--- config.mk ---
export PLATFORM = sky130hd
export DESIGN_NAME = alu_mul_seq
export DESIGN_NICKNAME = d
export VERILOG_FILES = /design/src/rtl/alu_pkg.sv /design/src/rtl/alu_mul_seq.sv
export SDC_FILE = /design/constraint.sdc
export NUM_CORES = 1
export LEC_CHECK = 0
export CORE_UTILIZATION = 55
export CTS_BUF_LIST = sky130_fd_sc_hd__clkbuf_8
export DETAILED_ROUTE_END_ITERATION = 6
export PLACE_DENSITY = 0.88
export SLEW_MARGIN = 15
export SYNTH_ARGS = -nofsm -noshare
export SYNTH_HDL_FRONTEND = slang
export SYNTH_SLANG_ARGS = --single-unit
--- constraint.sdc ---
create_clock -name CLK -period 3.1 [get_ports CLK]
set_input_delay 0.62 -clock CLK [delete_from_list [all_inputs] [get_ports CLK]]
set_output_delay 0.62 -clock CLK [all_outputs]
set_load 0.1 [all_outputs]
--- src/rtl/alu_pkg.sv ---
// Shared ALU op codes and the multiply sequencer state encoding.
package alu_pkg;

  localparam int unsigned ALU_OP_W = 5;

  localparam logic [ALU_OP_W-1:0] ALU_OP_MOV = 5'd0;
  localparam logic [ALU_OP_W-1:0] ALU_OP_ADD = 5'd1;
  localparam logic [ALU_OP_W-1:0] ALU_OP_CLC = 5'd23;
  localparam logic [ALU_OP_W-1:0] ALU_OP_STC = 5'd24;
  localparam logic [ALU_OP_W-1:0] ALU_OP_CLZ = 5'd25;
  localparam logic [ALU_OP_W-1:0] ALU_OP_SEZ = 5'd26;
  localparam logic [ALU_OP_W-1:0] ALU_OP_CLS = 5'd27;
  localparam logic [ALU_OP_W-1:0] ALU_OP_SES = 5'd28;

  typedef enum logic [2:0] {
    IDLE  = 3'd0,
    SAVE  = 3'd1,
    ADD   = 3'd2,
    SHIFT = 3'd3,
    RST_C = 3'd4,
    RST_Z = 3'd5,
    RST_S = 3'd6,
    DONE  = 3'd7
  } mulState_t;

endpackage

--- src/rtl/alu_mul_seq.sv ---
// Shift-add unsigned multiplier that borrows the shared ALU adder and restores
// the ALU C/Z/S flags before signalling completion.
module alu_mul_seq
  import alu_pkg::*;
#(
  parameter int unsigned BITS  = 16,
  parameter int unsigned CNT_W = 5
) (
  input  logic                CLK,
  input  logic                RST,
  input  logic                start,
  input  logic [BITS-1:0]     a_in,
  input  logic [BITS-1:0]     b_in,
  output logic                busy,
  output logic                done,
  output logic [BITS-1:0]     result_lo,
  output logic [BITS-1:0]     result_hi,
  output logic                alu_sel,
  output logic [BITS-1:0]     alu_A,
  output logic [BITS-1:0]     alu_B,
  output logic [ALU_OP_W-1:0] alu_op,
  input  logic [BITS-1:0]     alu_out,
  input  logic                alu_C,
  input  logic                alu_Z,
  input  logic                alu_S
);

  mulState_t           state, stateNext;
  logic [BITS-1:0]     mcand, mcandNext;
  logic [BITS-1:0]     mplier, mplierNext;
  logic [BITS-1:0]     acc, accNext;
  logic [CNT_W-1:0]    cnt, cntNext;
  logic                added, addedNext;
  logic                sC, sCNext, sZ, sZNext, sS, sSNext;
  logic                cin;
  logic                busyNext, doneNext, aluSelNext;
  logic [BITS-1:0]     aluANext, aluBNext;
  logic [ALU_OP_W-1:0] aluOpNext;
  logic [BITS-1:0]     resultLoNext, resultHiNext;

  // Next-state, datapath and (pre-registered) ALU drive for the state being entered.
  always_comb begin
    stateNext    = state;
    mcandNext    = mcand;
    mplierNext   = mplier;
    accNext      = acc;
    cntNext      = cnt;
    addedNext    = added;
    sCNext       = sC;
    sZNext       = sZ;
    sSNext       = sS;
    resultLoNext = result_lo;
    resultHiNext = result_hi;
    cin          = added ? alu_C : 1'b0;

    case (state)
      IDLE: begin
        if (start) begin
          mcandNext  = a_in;
          mplierNext = b_in;
          accNext    = '0;
          cntNext    = CNT_W'(BITS);
          stateNext  = SAVE;
        end
      end
      SAVE: begin
        sCNext    = alu_C;
        sZNext    = alu_Z;
        sSNext    = alu_S;
        stateNext = ADD;
      end
      ADD: begin
        addedNext = mplier[0];
        stateNext = SHIFT;
      end
      SHIFT: begin
        {accNext, mplierNext} = {cin, alu_out, mplier[BITS-1:1]};
        cntNext   = cnt - CNT_W'(1);
        stateNext = (cnt == CNT_W'(1)) ? RST_C : ADD;
      end
      RST_C: stateNext = RST_Z;
      RST_Z: stateNext = RST_S;
      RST_S: begin
        resultHiNext = acc;
        resultLoNext = mplier;
        stateNext    = DONE;
      end
      DONE:    stateNext = IDLE;
      default: stateNext = IDLE;
    endcase

    busyNext   = (stateNext != IDLE);
    doneNext   = (stateNext == DONE);
    aluSelNext = busyNext && (stateNext != DONE);
    aluANext   = '0;
    aluBNext   = '0;
    aluOpNext  = ALU_OP_MOV;

    case (stateNext)
      ADD: begin
        if (mplierNext[0]) begin
          aluOpNext = ALU_OP_ADD;
          aluANext  = accNext;
          aluBNext  = mcandNext;
        end else begin
          aluBNext  = accNext;
        end
      end
      RST_C:   aluOpNext = sCNext ? ALU_OP_STC : ALU_OP_CLC;
      RST_Z:   aluOpNext = sZNext ? ALU_OP_SEZ : ALU_OP_CLZ;
      RST_S:   aluOpNext = sSNext ? ALU_OP_SES : ALU_OP_CLS;
      default: aluOpNext = ALU_OP_MOV;
    endcase
  end

  always_ff @(posedge CLK) begin
    if (RST) begin
      state     <= IDLE;
      mcand     <= '0;
      mplier    <= '0;
      acc       <= '0;
      cnt       <= '0;
      added     <= 1'b0;
      sC        <= 1'b0;
      sZ        <= 1'b0;
      sS        <= 1'b0;
      busy      <= 1'b0;
      done      <= 1'b0;
      alu_sel   <= 1'b0;
      alu_A     <= '0;
      alu_B     <= '0;
      alu_op    <= ALU_OP_MOV;
      result_lo <= '0;
      result_hi <= '0;
    end else begin
      state     <= stateNext;
      mcand     <= mcandNext;
      mplier    <= mplierNext;
      acc       <= accNext;
      cnt       <= cntNext;
      added     <= addedNext;
      sC        <= sCNext;
      sZ        <= sZNext;
      sS        <= sSNext;
      busy      <= busyNext;
      done      <= doneNext;
      alu_sel   <= aluSelNext;
      alu_A     <= aluANext;
      alu_B     <= aluBNext;
      alu_op    <= aluOpNext;
      result_lo <= resultLoNext;
      result_hi <= resultHiNext;
    end
  end

endmodule

==> flow_summary.json, run 1 <==
{
  "effective_utilization_at_floorplan": 0.573,
  "largest_net_degree_at_the_start_of_global_routing": 96,
  "run_status": "complete, no violations",
  "leakage_nw": 2.53,
  "place_congestion": 0.804,
  "ctsHoldBuffers": 0,
  "timing_hold_violations_final": 0,
  "critical_path.cell_chain": "and3b_2 -> nor2_4 -> a21o_2 -> a211oi_1",
  "clock_insertion_delay_worst_skew_ns": 0.43,
  "io-pin-count": 126,
  "grt_first_pass_wirelength_mm": 21.3,
  "timing.max_cap.violations": 0,
  "dieWidth_um": 97.5,
  "cts_buffer_depth": 2,
  "drt-initial-drc-count": 299,
  "cts.sinks": 132,
  "postSynthNetCount": 597,
  "grt_pass1_vias": 4455,
  "drt_drc_violations_left": 0,
  "die_h_um": 97.5,
  "unrepaired_setup_endpoints_after_global_routing": "no",
  "buffer_ports.inserted": 125,
  "routed_wirelength_mm": 13.1,
  "critical_path.slowest_cell": "nor2_4",
  "final.setup.tns_ns": 0,
  "dp.final_hpwl_mm": 8.24,
  "cp_slowest_stage_delay_ns": 0.72,
  "critical_path.endpoint_type": "flip-flop",
  "worstSetupPathType": "reg -> reg",
  "timing.critical_path.fanout_max": 34,
  "yosys.area.top_type": "dfxtp_1",
  "fin_nets": 708,
  "ys_types": 49,
  "yosys.area.top_type_share": 0.527,
  "grt_antenna_before_repair": 0,
  "layout-drive-gt1-share": 0.238,
  "ff_latch_count_synth": 132,
  "grt-ovfl-total": 0,
  "synthArstFlopShare": 0,
  "antenna_cells": 0,
  "fin_skew_ns": 0.0102,
  "timing_max_transition_violations_final": 0,
  "setup-violations-final": 0,
  "detail_route.first_pass.iterations": 5,
  "max_slew.worst_pin.slew_ns": 0.988,
  "antenna_violating_nets_post_route": 0,
  "yosysSeqAreaShare": 0.527,
  "netlist_top_cells_area": "dfxtp_1 53%, nand2_1 6.6%, a21oi_1 5.6%",
  "synth_warn": 0,
  "cts_resized": 0,
  "detailroute.via_count": 4527,
  "achievable-frequency_ghz": 0.393,
  "cts_made_buffers": 17,
  "drt-vias-per-instance": 5.86,
  "max_transition_margin": 0.342,
  "finalCriticalPeriod_ns": 2.55,
  "worstPathRequired_ns": 3.36,
  "post_route_hold_slack_ns": 0.461,
  "gr-usage-all-layers": 0.280,
  "area_growth_syn_to_layout_pct": 30.2,
  "syn_area_um2": 5020,
  "startpoint_type": "flip-flop",
  "cp_data_arrival_time_ns": 2.81,
  "post-cts-setup-buffer-count": 0,
  "layout_worst_path_cycle_share": 0.822,
  "cell_count_after_synthesis": 541,
  "placedCellCount": 741,
  "htree_num_levels": 4,
  "die_area_um2": 9510,
  "stdcell_count": 773,
  "power_density_nw_per_um2": 587,
  "synth_edf_count": 0,
  "synth_ff_type": "dfxtp_1",
  "fin_util": 0.746,
  "rows": 34,
  "avgSynthCellArea_um2": 9.28,
  "drt-wirelength-per-cell_um": 16.9,
  "worstHoldPathType": "reg -> reg",
  "tritoncts_clock_tree": "done",
  "max-vdd-ir-drop_mv": 0.299,
  "worst_setup_hold_path_clk_slew_ns": 0.07,
  "buffer_type_at_the_clock_tree_root": "clkbuf_8",
  "floorplan.core_area_um2": 8760
}
==> final cells by class <==
type	count	area [µm²]
sequential	132	2640
fill	639	2230
multi-input combinational	360	2140
timing repair buffer	137	1160
clock buffer	19	262
clock inverter	13	181
tap	108	135
inverter	4	15.0
==> cells by family after synthesis <==
logic type	count (synthesis)	share of synthesized area
simple gates	198	0.181
compound gates	140	0.199
flops	132	0.527
buf+inv	49	0.0491
mux	18	0.0361
xor+xnor	2	0.00349
fa+ha+maj	2	0.00499
==> worst max-delay path: cells and delay by family, from the launching register on <==
kind | cells | cell delay (ns)
AOI/OAI and AO/OA | 2 | 0.77
DFF | 1 | 0.44
and+or+nand+nor | 2 | 1.18
==> layer usage <==
layer / GRT usage / vias to the layer above / wire (µm)
met4: 0.118 / 0 / 299
li1: - / 2109 / -
met5: 0 / - / 0
met1: 0.342 / 2152 / 5280
met2: 0.464 / 232 / 6340
met3: 0.0777 / 34 / 1120
==> worst paths after layout <==
path / start / to / slack [ns] / cells after the start
setup / recovery: state[0] / alu_B[5] / 0.55 / 4
setup reg to reg: state[0] / alu_B[5] / 0.55 / 4
hold / removal: result_hi[5] / result_hi[5] / 0.46 / 2
hold reg to reg: result_hi[5] / result_hi[5] / 0.46 / 2
==> cells in the final DEF (no fill, tap or decap), drive strengths merged, types with 6 or more instances in the layout <==
cell type / Yosys / routed
a211oi: 17 / 17
a21oi: 57 / 57
a221oi: 15 / 15
a22oi: 30 / 30
buf: 24 / 85
clkbuf: 21 / 19
clkdlybuf4s50: 0 / 52
clkinv: 0 / 6
dfxtp: 132 / 132
inv: 4 / 6
mux2i: 17 / 17
nand2: 88 / 88
nor2: 61 / 61
nor2b: 6 / 6
nor3: 12 / 12
o21ai: 8 / 8
or2: 15 / 15
==> synth_stat cells (2+ instances only) <==
library cell / count
nor2b_1: 6
clkbuf_1: 21
o31a_1: 2
o21ai_0: 7
a211oi_1: 5
ha_1: 2
mux2i_1: 17
nand3b_1: 2
nand2_1: 88
a221oi_1: 15
buf_4: 7
inv_1: 4
buf_2: 11
or3b_2: 2
dfxtp_1: 132
nand3_1: 2
a211oi_2: 12
nor3_1: 12
xor2_1: 2
or2_2: 15
nor2_1: 60
nor4_1: 2
a22oi_1: 30
buf_6: 3
buf_1: 3
a21oi_1: 56
==> report_power, final <==
group	internal (mW)	switching (mW)
logic	0.181	0.285
registers	1.75	0.0414
clock network	0.919	0.658
==> flip-flops by register name (all words and copies together) (netlist names) <==
signal / cells
alu_A: 16
mcand: 16
acc: 16
sZ: 1
sS: 1
busy: 1
result_hi: 16
cnt: 5
state: 3
alu_sel: 1
alu_op: 5
added: 1
mplier: 16
alu_B: 16
sC: 1
done: 1
result_lo: 16
==> stage by stage <==
step / worst slack [ns] / power (mW) / instance area [µm²]
after global routing: 0.489 / 3.97 / 6530
after floorplan: 1.44 / 2.14 / 5020
after detailed placement: 0.264 / 2.28 / 6090
after CTS: 0.604 / 3.85 / 6530
after global placement: 0.336 / 2.27 / 6090
final: 0.553 / 3.83 / 6530
No activity file was read; power rests on OpenSTA's default activity.
==> run 2, diff against run 1 <==
--- a/config.mk
+++ b/config.mk
@@ -5,10 +5,10 @@
 export SDC_FILE = /design/constraint.sdc
 export NUM_CORES = 1
 export LEC_CHECK = 0
-export CORE_UTILIZATION = 55
+export CORE_UTILIZATION = 46
 export CTS_BUF_LIST = sky130_fd_sc_hd__clkbuf_8
 export DETAILED_ROUTE_END_ITERATION = 6
-export PLACE_DENSITY = 0.88
+export PLACE_DENSITY = 0.79
 export SLEW_MARGIN = 15
 export SYNTH_ARGS = -nofsm -noshare
 export SYNTH_HDL_FRONTEND = slang
==> constraint.sdc (replaced) <==
create_clock -name CLK -period 2.05 [get_ports CLK]
set_input_delay 0.41 -clock CLK [delete_from_list [all_inputs] [get_ports CLK]]
set_output_delay 0.41 -clock CLK [all_outputs]
set_load 0.1 [all_outputs]
==> run 2 against run 1 <==
Effect of this change: cell area up 2.7%; core utilization down 10 points; first-iteration DRC count down 22%; largest power group unchanged; register-to-register slack worse by 0.32 ns; clock skew up 0.0016 ns; count of clock-buffer cells in the layout down 2; worst setup slack worse by 0.32 ns; worst hold slack about the same; routed wire length down 4.7%; via count down 4.8%; sequential power up 51%; power up 51%.
==> flow_summary.json, run 2 (synthesis gave the netlist of run 1 again) <==
{
  "timing_hold_violations_final": 0,
  "critical_path.slowest_cell": "dfxtp_1",
  "worstHoldPathType": "reg -> reg",
  "cts_buffer_depth": 2,
  "setup-violations-final": 0,
  "layout_worst_path_cycle_share": 0.886,
  "grt-ovfl-total": 0,
  "fin_skew_ns": 0.0118,
  "grt_antenna_before_repair": 0,
  "startpoint_type": "flip-flop",
  "cp_slowest_stage_delay_ns": 0.52,
  "gr-usage-all-layers": 0.230,
  "final_area_um2": 6710,
  "dp.final_hpwl_mm": 8.22,
  "drt_drc_violations_left": 0,
  "place_congestion": 0.829,
  "detail_route.first_pass.iterations": 4,
  "run_status": "complete, no violations",
  "io-pin-count": 126,
  "setup_slack_ns": 0.233,
  "most_common_cell_after_layout_fill_and_taps_aside": "dfxtp_1",
  "drt-initial-drc-count": 234,
  "buffer_ports.inserted": 125,
  "timing.max_cap.violations": 0,
  "routed_wirelength_mm": 12.4,
  "layout-drive-gt1-share": 0.248,
  "switching_share": 0.259,
  "intPower_mw": 4.28,
  "drt-wirelength-per-cell_um": 15.3,
  "final.setup.tns_ns": 0,
  "combPwrFrac": 0.129,
  "area_growth_syn_to_layout_pct": 33.8,
  "max_transition_margin": 0.665,
  "grt_first_pass_wirelength_mm": 20.2,
  "worstPathRequired_ns": 2.41,
  "max_slew.worst_pin.slew_ns": 0.502,
  "tritoncts_clock_tree": "done",
  "buffer_type_at_the_clock_tree_root": "clkbuf_8",
  "finalCriticalPeriod_ns": 1.82,
  "power_density_nw_per_um2": 860,
  "drt-vias-per-instance": 5.30,
  "cp_data_arrival_time_ns": 2.18,
  "fillCellCount": 880,
  "unrepaired_setup_endpoints_after_global_routing": "no",
  "critical_path.endpoint_type": "flip-flop",
  "pre_cts_ws_ns": -0.0798,
  "postPlaceCellArea_um2": 6280,
  "worstSetupPathType": "reg -> reg",
  "timing.critical_path.fanout_max": 14,
  "worst_setup_hold_path_clk_slew_ns": 0.07,
  "die_h_um": 106,
  "achievable-frequency_ghz": 0.550,
  "cts.sinks": 132,
  "final_cell_mix": "132 x dfxtp_1, 91 x buf_4, 88 x nand2_1",
  "critPathTopFamily": "simple AND/OR/NAND/NOR gates",
  "share_seq_of_total_power": 0.469,
  "crit_buf_inv": 1,
  "rows": 37,
  "net_sw_power_mw": 1.49,
  "grt_pass1_vias": 4235,
  "largest_net_degree_at_the_start_of_global_routing": 96,
  "critical_path.cell_chain": "buf_4 -> nor2_1 -> or3b_2 -> a22o_1 -> a31oi_1",
  "htree_num_levels": 4,
  "dieWidth_um": 106,
  "cts_made_buffers": 17,
  "effective_utilization_at_floorplan": 0.480,
  "die_area_um2": 11300,
  "timing_max_transition_violations_final": 0,
  "leakage_nw": 2.61,
  "clock_power_share": 0.402,
  "floorplan.core_area_um2": 10500,
  "max-vdd-ir-drop_mv": 0.397,
  "clock_insertion_delay_worst_skew_ns": 0.45,
  "detailroute.via_count": 4311,
  "antenna_cells": 0,
  "ctsHoldBuffers": 0,
  "fin_nets": 720,
  "antenna_violating_nets_post_route": 0,
  "post_layout_total_power_mw": 5.77
}
[run 2: cell types whose count changed in the layout (fill, tap and decap cells not counted), sizes merged]
| cell | change |
|---|---|
| buf | +12 |
| clkbuf | -2 |
| clkinv | +1 |
| inv | +1 |
[run 2: what timing repair did]
action                     4_1_cts  5_1_grt
hold endpoints to repair         0        0
setup endpoints to repair        0        9
setup buffers                    0        0
resized for setup                0        1
[run 2: per-layer routing]
metal  global-route usage  routed length, µm  vias to the layer above
li1                     -                  -                     2125
met1                0.288               5480                     2012
met2                0.372               5900                      157
met3               0.0711                885                       17
met4               0.0812                177                        0
met5                    0                  0                        -
[run 2: path summary, 6_finish.rpt]
check             slack (ns)  depth (start not counted)    startpoint           end
setup / recovery        0.23                          5      state[1]     alu_op[0]
hold / removal          0.46                          2  result_lo[3]  result_lo[3]
setup reg to reg        0.23                          5      state[1]     alu_op[0]
hold reg to reg         0.46                          2  result_lo[3]  result_lo[3]
[run 2: area by class of cell]
cell class,count,area [µm²],share of cell area
Clock buffer,17,234,0.0349
Clock inverter,15,193,0.0287
Inverter,4,15.0,0.00224
Multi-Input combinational cell,360,2150,0.320
Sequential cell,132,2640,0.394
Tap cell,136,170,0.0253
Timing Repair Buffer,149,1310,0.195
[run 2: power by group through the flow]
stage	Sequential (mW)	Clock (mW)	Combinational (mW)
finish	2.71	2.32	0.746
floorplan	2.84	0	0.405
global route	2.72	2.48	0.804
detailed placement	2.76	0	0.739
global placement	2.76	0	0.725
CTS	2.71	2.35	0.745
[run 2: worst min-delay path, stage by stage (launching register included)]
cell	delay [ns]
dfxtp_1	0.31
nand2_1	0.05
a21oi_1	0.05
[run 2: stage by stage]
| stage | hold WS, ns | instances | utilization |
|---|---|---|---|
| 3_3_place_gp | 0.448 | 781 | 0.600 |
| 5_1_grt | 0.482 | 813 | 0.642 |
| 2_1_floorplan | 0.439 | 541 | - |
| 3_5_place_dp | 0.450 | 781 | 0.600 |
| 6_report | 0.461 | 813 | 0.642 |
| 4_1_cts | 0.464 | 813 | 0.641 |
